## src/rtl/vend_sequencer.sv

```systemverilog
// Vending transaction controller: credits coins, validates selections against
// price and stock, then sequences the dispenser and greedy change payout.
module vend_sequencer #(
  parameter int unsigned PRICE0      = 175,
  parameter int unsigned PRICE1      = 150,
  parameter int unsigned PRICE2      = 125,
  parameter int unsigned PRICE3      = 100,
  parameter int unsigned MAX_BALANCE = 995,
  parameter int unsigned STOCK_INIT  = 8
) (
  input  logic       clock,
  input  logic       resetN,
  input  logic       coinValid,
  input  logic [6:0] coinValue,
  input  logic       selectValid,
  input  logic [1:0] select,
  input  logic       coinReturn,
  input  logic       vendReady,
  input  logic       payReady,
  output logic       vendReq,
  output logic [1:0] vendItem,
  output logic       payReq,
  output logic [1:0] payCoin,
  output logic [9:0] balance,
  output logic       busy,
  output logic       coinReject,
  output logic       denied,
  output logic       soldOut
);

  typedef enum logic [1:0] {
    ST_IDLE   = 2'd0,
    ST_VEND   = 2'd1,
    ST_CHANGE = 2'd2
  } state_t;

  state_t      state_r;
  logic [3:0]  stock_r [4];

  logic [10:0] coin_sum_s;
  logic        coin_ok_s;
  logic [9:0]  eff_credit_s;
  logic [9:0]  price_s;
  logic [3:0]  sel_stock_s;
  logic [3:0]  vend_stock_s;
  logic [9:0]  change_left_s;

  // Largest coin that still fits in the remaining amount.
  function automatic logic [1:0] pick_coin(input logic [9:0] amt);
    if (amt >= 10'd25) begin
      return 2'b11;
    end else if (amt >= 10'd10) begin
      return 2'b10;
    end else begin
      return 2'b01;
    end
  endfunction

  function automatic logic [9:0] coin_cents(input logic [1:0] code);
    case (code)
      2'b11:   return 10'd25;
      2'b10:   return 10'd10;
      2'b01:   return 10'd5;
      default: return 10'd0;
    endcase
  endfunction

  // Price lookup for the requested item.
  always_comb begin
    price_s = 10'd0;
    case (select)
      2'd0:    price_s = 10'(PRICE0);
      2'd1:    price_s = 10'(PRICE1);
      2'd2:    price_s = 10'(PRICE2);
      2'd3:    price_s = 10'(PRICE3);
      default: price_s = 10'd0;
    endcase
  end

  // Coin acceptance and the credit a same-cycle selection is judged against.
  always_comb begin
    coin_sum_s    = {1'b0, balance} + {4'd0, coinValue};
    coin_ok_s     = coinValid && (coinValue != 7'd0) && ((coinValue % 7'd5) == 7'd0)
                    && (coin_sum_s <= 11'(MAX_BALANCE));
    if (coin_ok_s) begin
      eff_credit_s = coin_sum_s[9:0];
    end else begin
      eff_credit_s = balance;
    end
    sel_stock_s   = stock_r[select];
    vend_stock_s  = stock_r[vendItem];
    change_left_s = balance - coin_cents(payCoin);
  end

  // Transaction FSM with registered outputs and per-item stock counters.
  always_ff @(posedge clock or negedge resetN) begin
    if (!resetN) begin
      state_r    <= ST_IDLE;
      vendReq    <= 1'b0;
      vendItem   <= 2'd0;
      payReq     <= 1'b0;
      payCoin    <= 2'b00;
      balance    <= 10'd0;
      busy       <= 1'b0;
      coinReject <= 1'b0;
      denied     <= 1'b0;
      soldOut    <= 1'b0;
      for (int i = 0; i < 4; i++) begin
        stock_r[i] <= 4'(STOCK_INIT);
      end
    end else begin
      coinReject <= 1'b0;
      denied     <= 1'b0;
      soldOut    <= 1'b0;
      case (state_r)
        ST_IDLE: begin
          coinReject <= coinValid && !coin_ok_s;
          if (selectValid) begin
            if (sel_stock_s == 4'd0) begin
              soldOut <= 1'b1;
              balance <= eff_credit_s;
            end else if (eff_credit_s < price_s) begin
              denied  <= 1'b1;
              balance <= eff_credit_s;
            end else begin
              state_r  <= ST_VEND;
              busy     <= 1'b1;
              vendReq  <= 1'b1;
              vendItem <= select;
              balance  <= eff_credit_s - price_s;
            end
          end else if (coinReturn && (eff_credit_s >= 10'd5)) begin
            state_r <= ST_CHANGE;
            busy    <= 1'b1;
            payReq  <= 1'b1;
            payCoin <= pick_coin(eff_credit_s);
            balance <= eff_credit_s;
          end else begin
            balance <= eff_credit_s;
          end
        end
        ST_VEND: begin
          coinReject <= coinValid;
          if (vendReady) begin
            vendReq  <= 1'b0;
            vendItem <= 2'd0;
            if (vend_stock_s != 4'd0) begin
              stock_r[vendItem] <= vend_stock_s - 4'd1;
            end
            if (balance >= 10'd5) begin
              state_r <= ST_CHANGE;
              payReq  <= 1'b1;
              payCoin <= pick_coin(balance);
            end else begin
              state_r <= ST_IDLE;
              busy    <= 1'b0;
            end
          end
        end
        ST_CHANGE: begin
          coinReject <= coinValid;
          if (payReady) begin
            balance <= change_left_s;
            if (change_left_s == 10'd0) begin
              state_r <= ST_IDLE;
              busy    <= 1'b0;
              payReq  <= 1'b0;
              payCoin <= 2'b00;
            end else begin
              payCoin <= pick_coin(change_left_s);
            end
          end
        end
        default: begin
          state_r <= ST_IDLE;
          busy    <= 1'b0;
          vendReq <= 1'b0;
          payReq  <= 1'b0;
          payCoin <= 2'b00;
        end
      endcase
    end
  end

endmodule

```

## config.mk

```make
export PLATFORM = sky130hd
export DESIGN_NAME = vend_sequencer
export DESIGN_NICKNAME = d
export VERILOG_FILES = /design/src/rtl/vend_sequencer.sv
export SDC_FILE = /design/constraint.sdc
export NUM_CORES = 1
export LEC_CHECK = 0
export ABC_AREA = 0
export CORE_UTILIZATION = 40
export CTS_BUF_LIST = sky130_fd_sc_hd__clkbuf_4
export DETAILED_ROUTE_END_ITERATION = 7
export GPL_TIMING_DRIVEN = 0
export MAX_ROUTING_LAYER = met4
export PLACE_DENSITY = 0.66
export SLEW_MARGIN = 25
export SYNTH_ARGS = -nofsm -noshare
export SYNTH_HDL_FRONTEND = slang
export SYNTH_SLANG_ARGS = --single-unit
```

## constraint.sdc

```tcl
create_clock -name clock -period 5.45 [get_ports clock]
set_input_delay 0.8175 -clock clock [delete_from_list [all_inputs] [get_ports clock]]
set_output_delay 0.8175 -clock clock [all_outputs]
set_load 0.03 [all_outputs]
```

==> impl_table.tex <==
\begin{tabular}{lr}
\hline
Metric & Value \\
\hline
\multicolumn{2}{l}{\textbf{GRT}} \\
Overall global routing resource usage & 23.5\% \\
Maximum number of pins on one net before global-route repair & 23 \\
Global-route wire length before repair & 18.1 mm \\
Sum of overflow across all layers after global routing & 0 \\
Number of antenna violations at the first check in global routing & 0 \\
Number of global-route vias before repair & 3716 \\
\multicolumn{2}{l}{\textbf{Clock network}} \\
TritonCTS buffer count & 5 \\
CTS Buffer Depth & 2 \\
Clk\_lat worst skew & 370 ps \\
Number of H-tree levels & 2 \\
Clock tree from TritonCTS & built \\
Library cell used as clock root buffer & clkbuf\_4 \\
Sinks on the clock net & 38 \\
Number of buffers added to fix hold violations after cts & 0 \\
CTS clk-pin slew, worst paths & 160 ps \\
\multicolumn{2}{l}{\textbf{Logic synthesis}} \\
Number of warnings issued by yosys & 0 \\
Synthesized cell area & 3850 sq um \\
Synth Net Count & 513 \\
Async S/R FF share, synth & 100\% \\
Synthesized instance count & 467 \\
Number of synthesized flops with an enable pin & 0 \\
Register bit total from synthesis & 38 \\
Most used flip-flop cell after synthesis & dfrtp\_1 \\
Sequential-to-total area share from yosys stat & 24.8\% \\
Mean instance size in the synthesized netlist & 8.24 sq um \\
Distinct cell type count after synthesis & 77 \\
\multicolumn{2}{l}{\textbf{Status}} \\
Status & finished clean \\
\multicolumn{2}{l}{\textbf{Cells and area}} \\
Commonest cells after routing, fill and taps aside & nand2\_1, nor2\_1, dfrtp\_1 \\
Commonest non-fill, non-tap cell in the layout & nand2\_1 \\
Number of inserted diodes & 0 \\
Cell area after layout & 4890 sq um \\
Nets & 571 \\
Syn-to-layout area delta & 26.9\% \\
Share of post-route cells with drive strength above 1 & 19.8\% \\
End-of-flow core utilization & 52.6\% \\
Fill cell count & 891 \\
\multicolumn{2}{l}{\textbf{STA}} \\
Unrepaired setup endpoints after global routing & yes \\
Final clock period utilization by the worst path & 98.5\% \\
\# setup viols final & 0 \\
Pins Over Slew Limit & 0 \\
Final number of hold-violating endpoints & 0 \\
Clock period minus worst slack & 5370 ps \\
Achievable frequency & 0.186 GHz \\
Largest clock skew in the final design & 17.8 ps \\
Worst slew pin tran & 738 ps \\
Worst slew margin relative to its limit & 50.4\% \\
Min setup slack post-route & 83.7 ps \\
\multicolumn{2}{l}{\textbf{Setup path}} \\
Critical Path Source Type & input port \\
Worst Reg-to-Reg Cells & 24 \\
Largest incremental delay on the critical path & 580 ps \\
Worst setup path class & input port to flop \\
Type of element capturing the critical path & flop \\
Worst EP arrival & 5650 ps \\
Critical Path, Cell by Cell & clkdlybuf4s50\_1, ha\_2, a21o\_1, a31oi\_4, xnor2\_1, or3\_1, buf\_6, and2\_4, a21oi\_4, ha\_2, inv\_2, fa\_2, a31o\_4, a21o\_1, maj3\_2, nand3\_2, nand2\_2, a21oi\_4, o21ai\_4, o211ai\_1, xor2\_1, nor2\_1, a311oi\_1 \\
Critical Path Slowest Stage Cell & clkdlybuf4s50\_1 \\
Peak fanout along the critical path & 6 \\
Critical path required time & 5730 ps \\
\multicolumn{2}{l}{\textbf{Drt}} \\
Number of nets still failing antenna checks after routing & 0 \\
DR vias/cell & 5.92 \\
Detailed-routing iteration count for the pre-antenna-repair pass & 5 \\
DRC violations left & 0 \\
Total via count in the routed design & 3876 \\
Detailed Route WL & 11.4 mm \\
Iteration-0 DRC count of the detailed router & 250 \\
DR WL/cell & 17.3 um \\
\multicolumn{2}{l}{\textbf{Power}} \\
Power per cell area & 591 nW/um\^{}2 \\
Largest vdd supply drop & 0.309 mV \\
Static Leak & 1.98 nW \\
Post-layout total power & 0.00289 W \\
\multicolumn{2}{l}{\textbf{Floorplan}} \\
Chip Width & 100 um \\
Die area & 10000 sq um \\
Ports & 36 \\
Standard cell core area & 9280 sq um \\
Initial cell density of the core & 41.5\% \\
Die height & 100 um \\
Std cell rows & 35 \\
\multicolumn{2}{l}{\textbf{Placement}} \\
Gp weighted congestion & 0.911 \\
Setup slack at placement & -1210 ps \\
Post-placement cell area & 4430 sq um \\
IO Port Bufs & 34 \\
Estimated wirelength of the detail-placed design & 8.33 mm \\
\multicolumn{2}{l}{\textbf{Worst hold path}} \\
Hold Path Class & input port to async pin \\
\multicolumn{2}{l}{\textbf{Job}} \\
Max-cap check violation count & 0 \\
\hline
\end{tabular}
## critical path: cells and delay by family
kind	cells	cell delay, ps
buf+inv	3	760
simple gates	5	770
compound gates	9	1690
xor+xnor	2	310
fa+ha+maj	4	1280
## Yosys cell counts (12+ instances only)
master     n  area, sq um
xnor2_1   13          114
o21ai_0   23          115
nand3_1   13         65.1
inv_1     24         90.1
clkbuf_1  16         60.1
a21oi_1   35          175
nand2_1   48          180
dfrtp_1   34          851
nor2_1    44          165
nor3_1    12         60.1
ha_1      27          338
## stage by stage
| stage | cells | hold slack (ps) | TNS, ps |
|---|---|---|---|
| after global routing | 655 | 464 | -665 |
| after detailed placement | 631 | 497 | -16620 |
| after floorplan | 467 | 467 | -222 |
| final | 655 | 416 | 0 |
| after CTS | 649 | 438 | 0 |
| after global placement | 630 | 496 | -16450 |
## registers in the layout, indices dropped and copies added (netlist names), 2 cells and up
signal and cells:
state_r 2, stock_r 16, vendItem 2, payCoin 2, balance 10
## layer usage
metal / GRT usage, % / vias up / routed length, um
met3: 3.27 / 22 / 686
met1: 31.4 / 1886 / 5140
met5: - / - / 0
met4: 5.24 / 0 / 163
li1: - / 1835 / -
met2: 38.0 / 133 / 5370
## power breakdown
| part | switching, W | internal, W |
|---|---|---|
| logic | 0.00129 | 0.000887 |
| registers | 0.0000926 | 0.000353 |
| clock network | 0.000118 | 0.000144 |
| total | 0.00151 | 0.00138 |
## final cells by class
class,instances,area (sq um),share of cell area (%)
plain buffers,22,115,2.36
clock inverters,3,68.8,1.41
flip-flops and latches,38,957,19.6
inverters,25,93.8,1.92
well taps,129,161,3.30
multi-input cells,381,2960,60.6
clock buffers,5,37.5,0.768
repair buffers,52,490,10.0
## worst paths after layout
kind | startpoint | endpoint | slack (ps)
worst max-delay path | coinValue[6] | balance[8] | 80
worst min-delay path | resetN | balance[9] | 420
worst max register to register | balance[0] | balance[8] | 110
worst min register to register | stock_r[0] | stock_r[0] | 530
max in group asynchronous | resetN | stock_r[15] | 4430
min in group clock | stock_r[0] | stock_r[0] | 530
## repair_timing
item | 4_1_cts | 5_1_grt
pin swaps | 14 | 25
setup buffers | 8 | 8
endpoints found under the setup margin | 17 | 16
cloned | 2 | 0
resized for setup | 28 | 34
## kinds of logic after synthesis
kind of cell / Yosys count / share of synthesized area, %
flops: 38 / 24.8
xor+xnor: 25 / 5.88
buf+inv: 49 / 5.04
simple gates: 162 / 20.3
mux: 22 / 7.47
fa+ha+maj: 32 / 10.9
compound gates: 139 / 25.6
Note: power is estimated with default switching activity, not from simulation.
